`src/rtl/sm3_msg_expnd_core_if.sv`:
```
// Bus bundle for the SM3 message-expansion stage: the block-word input stream
// and the Wj/W'j output stream that feeds the compression core.
interface sm3_msg_expnd_core_if #(
    parameter int WORD_NUM = 1
);
    localparam int DW = 32 * WORD_NUM;

    logic [DW-1:0] inpt_data_i;
    logic          inpt_vld_i;
    logic          inpt_lst_i;
    logic          inpt_rdy_o;
    logic [DW-1:0] expnd_otpt_wj_o;
    logic [DW-1:0] expnd_otpt_wjj_o;
    logic          expnd_otpt_lst_o;
    logic          expnd_otpt_vld_o;

    // Source side: drives message words, observes ready and the expanded stream.
    modport master (
        output inpt_data_i, inpt_vld_i, inpt_lst_i,
        input  inpt_rdy_o, expnd_otpt_wj_o, expnd_otpt_wjj_o,
        input  expnd_otpt_lst_o, expnd_otpt_vld_o
    );

    // Expansion core side.
    modport slave (
        input  inpt_data_i, inpt_vld_i, inpt_lst_i,
        output inpt_rdy_o, expnd_otpt_wj_o, expnd_otpt_wjj_o,
        output expnd_otpt_lst_o, expnd_otpt_vld_o
    );
endinterface

```
`src/rtl/sm3_msg_expnd_core.sv`:
```
// SM3 message expansion: loads 16 words of a padded block into a sliding
// window, then streams Wj and W'j = Wj ^ Wj+4 for rounds 0..63 with no gaps,
// WORD_NUM rounds per beat. All outputs come straight from registers.
module sm3_msg_expnd_core #(
    parameter int WORD_NUM = 1
) (
    input  logic                clk,
    input  logic                rst_n,
    sm3_msg_expnd_core_if.slave bus
);
    localparam int         DW         = 32 * WORD_NUM;
    localparam logic [5:0] STEP       = 6'(WORD_NUM);
    localparam logic [5:0] LOAD_LAST  = 6'(16 - WORD_NUM);
    localparam logic [5:0] EXPND_LAST = 6'(64 - WORD_NUM);

    typedef enum logic {ST_LOAD, ST_EXPND} state_t;

    state_t      state_q, state_d;
    logic [5:0]  cnt_q, cnt_d;
    logic        lst_q, lst_d;
    logic [31:0] win_q [16];
    logic [31:0] win_d [16];

    logic [31:0]   in_word  [WORD_NUM];
    logic [31:0]   new_word [WORD_NUM];
    logic [DW-1:0] wj_vec, wjj_vec;
    logic          load_hs;

    function automatic logic [31:0] rotl(input logic [31:0] x, input int n);
        return (x << n) | (x >> (32 - n));
    endfunction

    function automatic logic [31:0] p1(input logic [31:0] x);
        return x ^ rotl(x, 15) ^ rotl(x, 23);
    endfunction

    // Per-lane word slicing and next-word computation. Lane gi is round j+gi;
    // every operand comes from the current window, so lanes are independent.
    for (genvar gi = 0; gi < WORD_NUM; gi++) begin : g_lane
        assign in_word[gi]  = bus.inpt_data_i[DW-1-32*gi -: 32];
        assign new_word[gi] = p1(win_q[gi] ^ win_q[gi+7] ^ rotl(win_q[gi+13], 15))
                            ^ rotl(win_q[gi+3], 7) ^ win_q[gi+10];
        assign wj_vec[DW-1-32*gi -: 32]  = win_q[gi];
        assign wjj_vec[DW-1-32*gi -: 32] = win_q[gi] ^ win_q[gi+4];
    end

    assign load_hs = bus.inpt_vld_i && (state_q == ST_LOAD);

    // Next-state logic: window shift (input words or expanded words), counter, lst latch.
    always_comb begin
        state_d = state_q;
        cnt_d   = cnt_q;
        lst_d   = lst_q;
        win_d   = win_q;
        case (state_q)
            ST_LOAD: begin
                if (load_hs) begin
                    for (int i = 0; i < 16 - WORD_NUM; i++) win_d[i] = win_q[i+WORD_NUM];
                    for (int k = 0; k < WORD_NUM; k++) win_d[16-WORD_NUM+k] = in_word[k];
                    if (cnt_q == LOAD_LAST) begin
                        cnt_d   = '0;
                        lst_d   = bus.inpt_lst_i;
                        state_d = ST_EXPND;
                    end else begin
                        cnt_d = cnt_q + STEP;
                    end
                end
            end
            ST_EXPND: begin
                for (int i = 0; i < 16 - WORD_NUM; i++) win_d[i] = win_q[i+WORD_NUM];
                for (int k = 0; k < WORD_NUM; k++) win_d[16-WORD_NUM+k] = new_word[k];
                if (cnt_q == EXPND_LAST) begin
                    cnt_d   = '0;
                    state_d = ST_LOAD;
                end else begin
                    cnt_d = cnt_q + STEP;
                end
            end
            default: state_d = ST_LOAD;
        endcase
    end

    // State registers; reset abandons any block in flight.
    always_ff @(posedge clk) begin
        if (!rst_n) begin
            state_q <= ST_LOAD;
            cnt_q   <= '0;
            lst_q   <= 1'b0;
            for (int i = 0; i < 16; i++) win_q[i] <= '0;
        end else begin
            state_q <= state_d;
            cnt_q   <= cnt_d;
            lst_q   <= lst_d;
            win_q   <= win_d;
        end
    end

    assign bus.inpt_rdy_o       = (state_q == ST_LOAD);
    assign bus.expnd_otpt_vld_o = (state_q == ST_EXPND);
    assign bus.expnd_otpt_lst_o = (state_q == ST_EXPND) && lst_q && (cnt_q == EXPND_LAST);
    assign bus.expnd_otpt_wj_o  = wj_vec;
    assign bus.expnd_otpt_wjj_o = wjj_vec;
endmodule

```
`src/flat_wrapper.sv`:
```
// flat-port wrapper written by rule: the top's interface ports become plain ports
module sm3_msg_expnd_core_flat 
#(
    parameter int WORD_NUM = 1
)
  (clk, rst_n, bus_inpt_data_i, bus_inpt_vld_i, bus_inpt_lst_i, bus_inpt_rdy_o, bus_expnd_otpt_wj_o, bus_expnd_otpt_wjj_o, bus_expnd_otpt_lst_o, bus_expnd_otpt_vld_o);
  sm3_msg_expnd_core_if #(.WORD_NUM(WORD_NUM)) bus_i ();
  input  logic clk;
  input  logic rst_n;
  input wire logic [$bits(bus_i.inpt_data_i)-1:0] bus_inpt_data_i;
  input wire logic [$bits(bus_i.inpt_vld_i)-1:0] bus_inpt_vld_i;
  input wire logic [$bits(bus_i.inpt_lst_i)-1:0] bus_inpt_lst_i;
  output wire logic [$bits(bus_i.inpt_rdy_o)-1:0] bus_inpt_rdy_o;
  output wire logic [$bits(bus_i.expnd_otpt_wj_o)-1:0] bus_expnd_otpt_wj_o;
  output wire logic [$bits(bus_i.expnd_otpt_wjj_o)-1:0] bus_expnd_otpt_wjj_o;
  output wire logic [$bits(bus_i.expnd_otpt_lst_o)-1:0] bus_expnd_otpt_lst_o;
  output wire logic [$bits(bus_i.expnd_otpt_vld_o)-1:0] bus_expnd_otpt_vld_o;
  assign bus_i.inpt_data_i = bus_inpt_data_i;
  assign bus_i.inpt_vld_i = bus_inpt_vld_i;
  assign bus_i.inpt_lst_i = bus_inpt_lst_i;
  assign bus_inpt_rdy_o = bus_i.inpt_rdy_o;
  assign bus_expnd_otpt_wj_o = bus_i.expnd_otpt_wj_o;
  assign bus_expnd_otpt_wjj_o = bus_i.expnd_otpt_wjj_o;
  assign bus_expnd_otpt_lst_o = bus_i.expnd_otpt_lst_o;
  assign bus_expnd_otpt_vld_o = bus_i.expnd_otpt_vld_o;
  sm3_msg_expnd_core #(.WORD_NUM(WORD_NUM)) u_core (.clk(clk), .rst_n(rst_n), .bus(bus_i));
endmodule
```
`config.mk`:
```
export PLATFORM = sky130hd
export DESIGN_NAME = sm3_msg_expnd_core_flat
export DESIGN_NICKNAME = d
export VERILOG_FILES = /design/src/rtl/sm3_msg_expnd_core_if.sv /design/src/rtl/sm3_msg_expnd_core.sv /design/src/flat_wrapper.sv
export SDC_FILE = /design/constraint.sdc
export NUM_CORES = 1
export LEC_CHECK = 0
export BUFFER_PORTS_ARGS = -buffer_cell sky130_fd_sc_hd__buf_4
export CAP_MARGIN = 20
export CORE_ASPECT_RATIO = 1.75
export CORE_MARGIN = 2
export CORE_UTILIZATION = 50
export CTS_CLUSTER_DIAMETER = 60
export DETAILED_ROUTE_END_ITERATION = 8
export GPL_ROUTABILITY_DRIVEN = 0
export GPL_TIMING_DRIVEN = 0
export MAX_ROUTING_LAYER = met4
export PLACE_DENSITY = 0.67
export SLEW_MARGIN = 20
export SYNTH_ARGS = -nofsm -noshare
export SYNTH_HDL_FRONTEND = slang
export SYNTH_SLANG_ARGS = --single-unit
```
`constraint.sdc`:
```
create_clock -name clk -period 2.89 [get_ports clk]
set_input_delay 0 -clock clk [delete_from_list [all_inputs] [get_ports clk]]
set_output_delay 0 -clock clk [all_outputs]
set_load 0.005 [all_outputs]
```
==> results.py, run 1 <==
metrics = {
    "outcome": {
        "status": "completed",
    },
    "clock_network": {
        "clock_latency_ns": 0.57,
        "cts-root-buf": "clkbuf_16",
        "cts_setup_buffers": 0,
        "clock_sinks": 520,
        "hold_buffers": 33,
        "cts_resized": 0,
        "numCtsBuffers": 47,
        "cts_tree": "built",
        "clockBufferDepth": 3,
        "cts_htree_levels": 2,
        "clkSlewWorstSetupHoldPaths_ns": 0.07,
    },
    "worst_setup_path": {
        "worstPathRequired_ns": 3.32,
        "r2r-end": "u_core.win_q[18]$_SDFFE_PN0P_",
        "start_kind": "register",
        "crit_family": "XOR/XNOR gates",
        "cpMaxStageDelayCell": "dfxtp_1",
        "path_cells": "xnor3_1 > xnor2_1 > xnor2_1 > a21oi_1",
        "r2r-start": "u_core.bus.expnd_otpt_wj_o[18]$_SDFFE_PN0P_",
        "end_kind": "register",
        "crit_fanout": 4,
        "rr_worst_depth": 4,
        "crit_arrival_ns": 2.58,
        "r2r_slack_ns": 0.74,
        "worst_path_most_repeated_cell": "xnor2_1",
        "crit_type": "register to register",
        "path_buf_inv": 0,
        "max_stage_delay_ns": 0.62,
    },
    "worst_hold_path": {
        "hold_start": "bus_inpt_vld_i",
        "hold_class": "primary input to register",
        "min_delay_path_depth": 5,
        "min_to": "u_core.lst_q$_SDFFE_PN0P_",
    },
    "timing": {
        "slew-limit-headroom_pct": 41.08,
        "fin_ws_ns": 0.7430,
        "final_max_slew_viol_count": 0,
        "period_needed_ns": 2.147,
        "fin_crit_sh_pct": 74.29,
        "tns_ns": 0,
        "tightest_slew_ns": 0.8838,
        "finalSetupViolations": 0,
        "max_clock_freq_mhz": 465.8,
        "hold_violations": 0,
        "skew_ns": 0.01409,
        "rsz0062_at_grt": "false",
        "holdWs_ns": 0.1878,
    },
    "route": {
        "ant_nets": 0,
        "drt-initial-drc-count": 1168,
        "viasPerCell": 5.251,
        "wl_per_cell_um": 20.52,
        "drc": 0,
        "drtPass1Iterations": 5,
        "drt_wl_total_mm": 66.58,
        "vias": 17040,
    },
    "yosys": {
        "ys_seq_elements": 520,
        "ys_seq_area_share_pct": 48.29,
        "synth_top_family_by_area": "compound AO/OA/AOI/OAI gates",
        "synth_cell_types": 30,
        "synth_area_per_cell_um2": 8.752,
        "syn_nets": 2500,
        "synth_compound_area_share_pct": 18.59,
        "ys.warnings.count": 0,
        "synthSimpleGateAreaFrac_pct": 17.24,
        "synth_mux_area_share_pct": 1.672,
        "synth-xor-area-share_pct": 10.03,
        "synthCells": 2463,
        "synthAdderAreaFrac_pct": 0.05804,
        "netlist_area_mm2": 0.02156,
    },
    "power": {
        "power_mw": 15.40,
        "p_leak_nw": 8.722,
        "power_density_mw_per_mm2": 614.6,
        "ir_drop_mv": 0.3899,
    },
    "floorplanning": {
        "num_rows": 100,
        "chipWidth_um": 161.0,
        "initial_core_util_pct": 50.67,
        "ios": 103,
        "fp.coreArea_mm2": 0.04254,
        "die_h_um": 278.7,
        "dieArea_mm2": 0.04486,
    },
    "global_routing": {
        "grt_usage_pct": 30.28,
        "grt_pass1_wl_mm": 98.97,
        "grt_pass1_vias": 16970,
        "grt_antenna_before_repair": 1,
        "grt-ovfl-total": 0,
        "grt_max_degree": 17,
    },
    "cells_and_area": {
        "drive_gt1_share_pct": 12.71,
        "fin_nets": 2683,
        "nFillCells": 3832,
        "layout.core_utilization_pct": 58.91,
        "area_delta_synth_final_pct": 16.26,
    },
    "place": {
        "portBuffers": 101,
        "dpl.hpwl_mm": 53.03,
        "dp_slack_ns": 0.8054,
    },
    "run": {
        "maxCapViolations": 0,
    },
}
## metrics by stage
step           cell area [um2]  std cells
2_1_floorplan            21560       2463
3_3_place_gp             23020       3125
3_5_place_dp             23020       3125
4_1_cts                  25060       3244
5_1_grt                  25060       3245
6_report                 25060       3245
## cells by family (layout without fill, tap and decap cells)
kind of cell	Yosys count	in the layout
muxes	32	32
and+or+nand+nor	980	980
AOI/OAI and AO/OA	557	557
other	0	1
buffers and inverters	179	399
DFF	520	520
xor gates and xnor gates	194	194
adders and majority gates	1	1
## cells in the final DEF, fill, tap and decap left out, drive strengths merged, types with 2 or more instances in the layout
master         n
xnor3         32
nand3          3
inv            2
nor4           2
nand2        965
clkinv         8
nor2           2
o21ai         36
dfxtp        520
bufinv         9
clkbuf       134
mux2          32
a21oi         34
a21boi       483
xor2          33
clkinvlp       2
dlygate4sd3   33
xnor2        129
buf          211
and2           3
## layout make-up
type | instances | area, um2 | share of cell area (%)
diodes | 1 | 2.502 | 0.009985
plain buffers | 177 | 879.6 | 3.510
clock buffers | 67 | 1384 | 5.521
clock inverters | 19 | 329.1 | 1.313
inverters | 2 | 7.507 | 0.02995
multi-input cells | 1764 | 10260 | 40.94
flip-flops and latches | 520 | 10410 | 41.54
well taps | 561 | 701.9 | 2.801
repair buffers | 134 | 1089 | 4.343
## cell usage after synthesis
cell,n,area [um2]
a211oi_1,1,7.510
dfxtp_1,520,10410
buf_2,79,395.4
or3_1,1,6.260
or2_1,1,6.260
nand4_1,1,6.260
inv_1,2,7.510
and3_1,1,6.260
a21oi_1,34,170.2
or4_1,1,7.510
ha_1,1,12.51
nor2_2,1,6.260
nor2_1,1,3.750
clkbuf_1,67,251.5
xnor2_1,129,1130
and2_1,3,18.77
a31oi_1,1,6.260
xor2_1,33,289.0
xnor3_2,18,427.9
mux2_2,32,360.4
buf_4,31,232.7
o21ai_0,36,180.2
nor4_1,1,6.260
nor4_2,1,12.51
xnor3_1,14,315.3
nand2_1,965,3622
o21a_1,1,7.510
a21bo_2,1,10.01
a21boi_0,483,3626
nand3_1,3,15.01
## flip-flops by register name, indices dropped and copies added, names as in the netlist
| name | count |
|---|---|
| u_core.bus.expnd_otpt_vld_o | 1 |
| u_core.bus.expnd_otpt_wj_o | 32 |
| u_core.cnt_q | 6 |
| u_core.lst_q | 1 |
| u_core.win_q | 480 |
## worst min-delay path, delay by kind of cell
family | cells | cell delay (ns)
simple gates | 1 | 0.09
buf+inv | 3 | 0.54
compound gates | 1 | 0.06
## worst max path at each step
| stage | depth (start not counted) | slack [ns] | from | endpoint |
|---|---|---|---|---|
| final | 4 | 0.74 | u_core.bus.expnd_otpt_wj_o[18]$_SDFFE_PN0P_ | u_core.win_q[18]$_SDFFE_PN0P_ |
| after global routing | 5 | 0.66 | u_core.bus.expnd_otpt_vld_o$_SDFF_PN0_ | bus_inpt_rdy_o |
| after CTS | 5 | 0.78 | u_core.bus.expnd_otpt_vld_o$_SDFF_PN0_ | bus_inpt_rdy_o |
| after detailed placement | 4 | 0.81 | u_core.bus.expnd_otpt_wj_o[18]$_SDFFE_PN0P_ | u_core.win_q[18]$_SDFFE_PN0P_ |
| after global placement | 4 | 0.76 | u_core.bus.expnd_otpt_wj_o[18]$_SDFFE_PN0P_ | u_core.win_q[18]$_SDFFE_PN0P_ |
| after floorplan | 5 | 1.47 | u_core.cnt_q[0]$_SDFFE_PN0P_ | u_core.cnt_q[0]$_SDFFE_PN0P_ |
## report_power, final
group          leakage (nW)  internal (mW)  switching [mW]  total (mW)
clock                 0.838           4.14            2.76        6.90
combinational          3.69          0.423           0.727        1.15
sequential             4.20           7.27          0.0822        7.35
## metal layers
layer / up-vias / part of all wire [%] / global-route usage, %
met5: - / 0 / -
met4: 0 / 9.3 / 22.62
met3: 229 / 4.6 / 3.580
met2: 503 / 51 / 54.63
met1: 7988 / 35 / 29.53
li1: 8321 / - / -
Note: power is estimated with default switching activity, not from simulation.
==> run 2, diff against run 1 <==
==> constraint.sdc (replaced) <==
create_clock -name clk -period 2.15 [get_ports clk]
set_input_delay 0 -clock clk [delete_from_list [all_inputs] [get_ports clk]]
set_output_delay 0 -clock clk [all_outputs]
set_load 0.005 [all_outputs]
==> run 2 against run 1 <==
Compared with the run above: die area unchanged; largest cell class unchanged; core utilization barely moved; register-to-register slack worse by 0.74 ns; via count is essentially flat; sequential share of layout area about the same; fmax about the same; clock power rose by 34%; power increased by 34%.
==> results.py, run 2 (synthesized netlist as in run 1, its figures left out) <==
metrics = {
    "worst_hold_path": {
        "hold_class": "primary input to register",
        "min_delay_path_depth": 5,
    },
    "cells_and_area": {
        "area_delta_synth_final_pct": 16.27,
        "layout_commonest_cell": "nand2_1",
        "fin_nets": 2683,
        "drive_gt1_share_pct": 12.75,
        "final_cell_mix": "nand2_1, dfxtp_1, a21boi_0, buf_4, xnor2_1",
        "regMostFlops": "u_core.win_q",
        "multi_input_area_mm2": 0.01026,
        "largest_reg_flops": 480,
        "nFillCells": 3832,
        "seq_area_mm2": 0.01041,
    },
    "worst_setup_path": {
        "start_kind": "register",
        "crit_family": "XOR/XNOR gates",
        "worst_path_most_repeated_cell": "xnor2_1",
        "worstPathRequired_ns": 2.58,
        "path_cells": "xnor3_1 > xnor2_1 > xnor2_1 > a21oi_1",
        "rr_worst_depth": 4,
        "end_kind": "register",
        "crit_arrival_ns": 2.58,
        "crit_fanout": 4,
        "max_stage_delay_ns": 0.62,
        "crit_type": "register to register",
        "cpMaxStageDelayCell": "dfxtp_1",
        "cp.depth": 4,
        "path_buf_inv": 0,
    },
    "route": {
        "wl_met2_mm": 33.99,
        "wl_met1_mm": 23.39,
        "wl_per_cell_um": 20.53,
        "drtPass1Iterations": 5,
        "viasPerCell": 5.255,
        "drc": 0,
        "highest_layer": "met4",
        "drt_wl_total_mm": 66.61,
        "vias": 17050,
        "ant_nets": 0,
        "drt-initial-drc-count": 1154,
        "wl_met3_mm": 3.011,
    },
    "global_routing": {
        "grt_pass1_vias": 16970,
        "grt_antenna_before_repair": 1,
        "grt_usage_pct": 30.28,
        "grt_max_degree": 17,
        "grt_pass1_wl_mm": 98.97,
        "grt-ovfl-total": 0,
    },
    "floorplanning": {
        "initial_core_util_pct": 50.67,
        "num_rows": 100,
        "fp.coreArea_mm2": 0.04254,
        "chipWidth_um": 161.0,
        "ios": 103,
        "dieArea_mm2": 0.04486,
        "die_h_um": 278.7,
    },
    "power": {
        "switching_share_pct": 23.19,
        "seq_power_share_pct": 47.7,
        "power_density_mw_per_mm2": 826.2,
        "switchingPower_mw": 4.802,
        "p_comb_share_pct": 7.5,
        "internal_power_mw": 15.91,
        "power_mw": 20.71,
        "p_leak_nw": 8.726,
        "ir_drop_mv": 0.5243,
        "clkPwrFrac_pct": 44.8,
    },
    "timing": {
        "max_clock_freq_mhz": 466.1,
        "period_needed_ns": 2.145,
        "skew_ns": 0.01378,
        "hold_violations": 0,
        "final_max_slew_viol_count": 0,
        "rsz0062_at_grt": "false",
        "slew-limit-headroom_pct": 42.24,
        "fin_crit_sh_pct": 99.79,
        "tns_ns": 0,
        "tightest_slew_ns": 0.8664,
        "finalSetupViolations": 0,
    },
    "clock_network": {
        "clkSlewWorstSetupHoldPaths_ns": 0.07,
        "clockBufferDepth": 3,
        "clock_sinks": 520,
        "cts_htree_levels": 2,
        "cts-root-buf": "clkbuf_16",
        "cts_tree": "built",
        "clock_latency_ns": 0.57,
        "numCtsBuffers": 47,
    },
    "place": {
        "portBuffers": 101,
        "dpl.hpwl_mm": 53.03,
    },
    "outcome": {
        "status": "completed",
    },
    "run": {
        "maxCapViolations": 0,
    },
}
-- run 2: cell types whose count changed in the layout (fill, tap and decap cells not counted) --
cell	change
clkbuf_1	-1
clkbuf_2	+1
-- run 2: area by class of cell --
cell class / instances / share of cell area [%]
inverters: 2 / 0.02995
clock buffers: 67 / 5.521
clock inverters: 19 / 1.313
repair buffers: 134 / 4.343
flip-flops and latches: 520 / 41.53
well taps: 561 / 2.801
plain buffers: 177 / 3.514
diodes: 1 / 0.009984
multi-input cells: 1764 / 40.93
-- run 2: power by group through the flow --
stage,clock network (mW),registers (mW),logic (mW)
after global routing,9.74,9.88,1.68
final,9.28,9.88,1.55
after CTS,9.35,9.88,1.55
after detailed placement,0,10.1,1.49
after floorplan,0,10.0,1.03
after global placement,0,10.1,1.47
-- run 2: worst register-to-register path, delay by kind of cell (launching register included) --
family,cells,cell delay [ns]
AO/OA/AOI/OAI,1,0.13
XOR/XNOR,3,1.26
flip-flops,1,0.62
-- run 2: what timing repair did --
action | in CTS | in global routing
buffers inserted | 0 | 0
hold endpoints to repair | 33 | 0
hold buffers | 33 | 0
gates resized for setup | 0 | 2
endpoints found under the setup margin | 0 | 1
-- run 2: worst paths after layout --
| path | start | end | slack, ns |
|---|---|---|---|
| worst max-delay path | u_core.bus.expnd_otpt_wj_o[18]$_SDFFE_PN0P_ | u_core.win_q[18]$_SDFFE_PN0P_ | 0.005 |
| worst min register to register | u_core.win_q[192]$_SDFFE_PN0P_ | u_core.win_q[192]$_SDFFE_PN0P_ | 0.46 |
| worst min-delay path | bus_inpt_vld_i | u_core.lst_q$_SDFFE_PN0P_ | 0.19 |
| worst max register to register | u_core.bus.expnd_otpt_wj_o[18]$_SDFFE_PN0P_ | u_core.win_q[18]$_SDFFE_PN0P_ | 0.005 |
-- run 2: through the flow --
step	util (%)	hold WS [ns]	cells	cell area (um2)	setup slack, ns
global placement	54.11	0.2780	3125	23020	0.02224
finish	58.92	0.1864	3245	25060	0.004527
floorplan	-	0.1561	2463	21560	0.7302
CTS	58.91	0.1696	3244	25060	0.03892
detailed placement	54.11	0.2802	3125	23020	0.06543
global route	58.92	0.2300	3245	25060	0.01290
-- run 2: routing by layer --
| layer | vias to the layer above | global-route usage (%) |
|---|---|---|
| met4 | 0 | 22.62 |
| met5 | - | - |
| li1 | 8321 | - |
| met1 | 7985 | 29.53 |
| met3 | 232 | 3.580 |
| met2 | 513 | 54.63 |
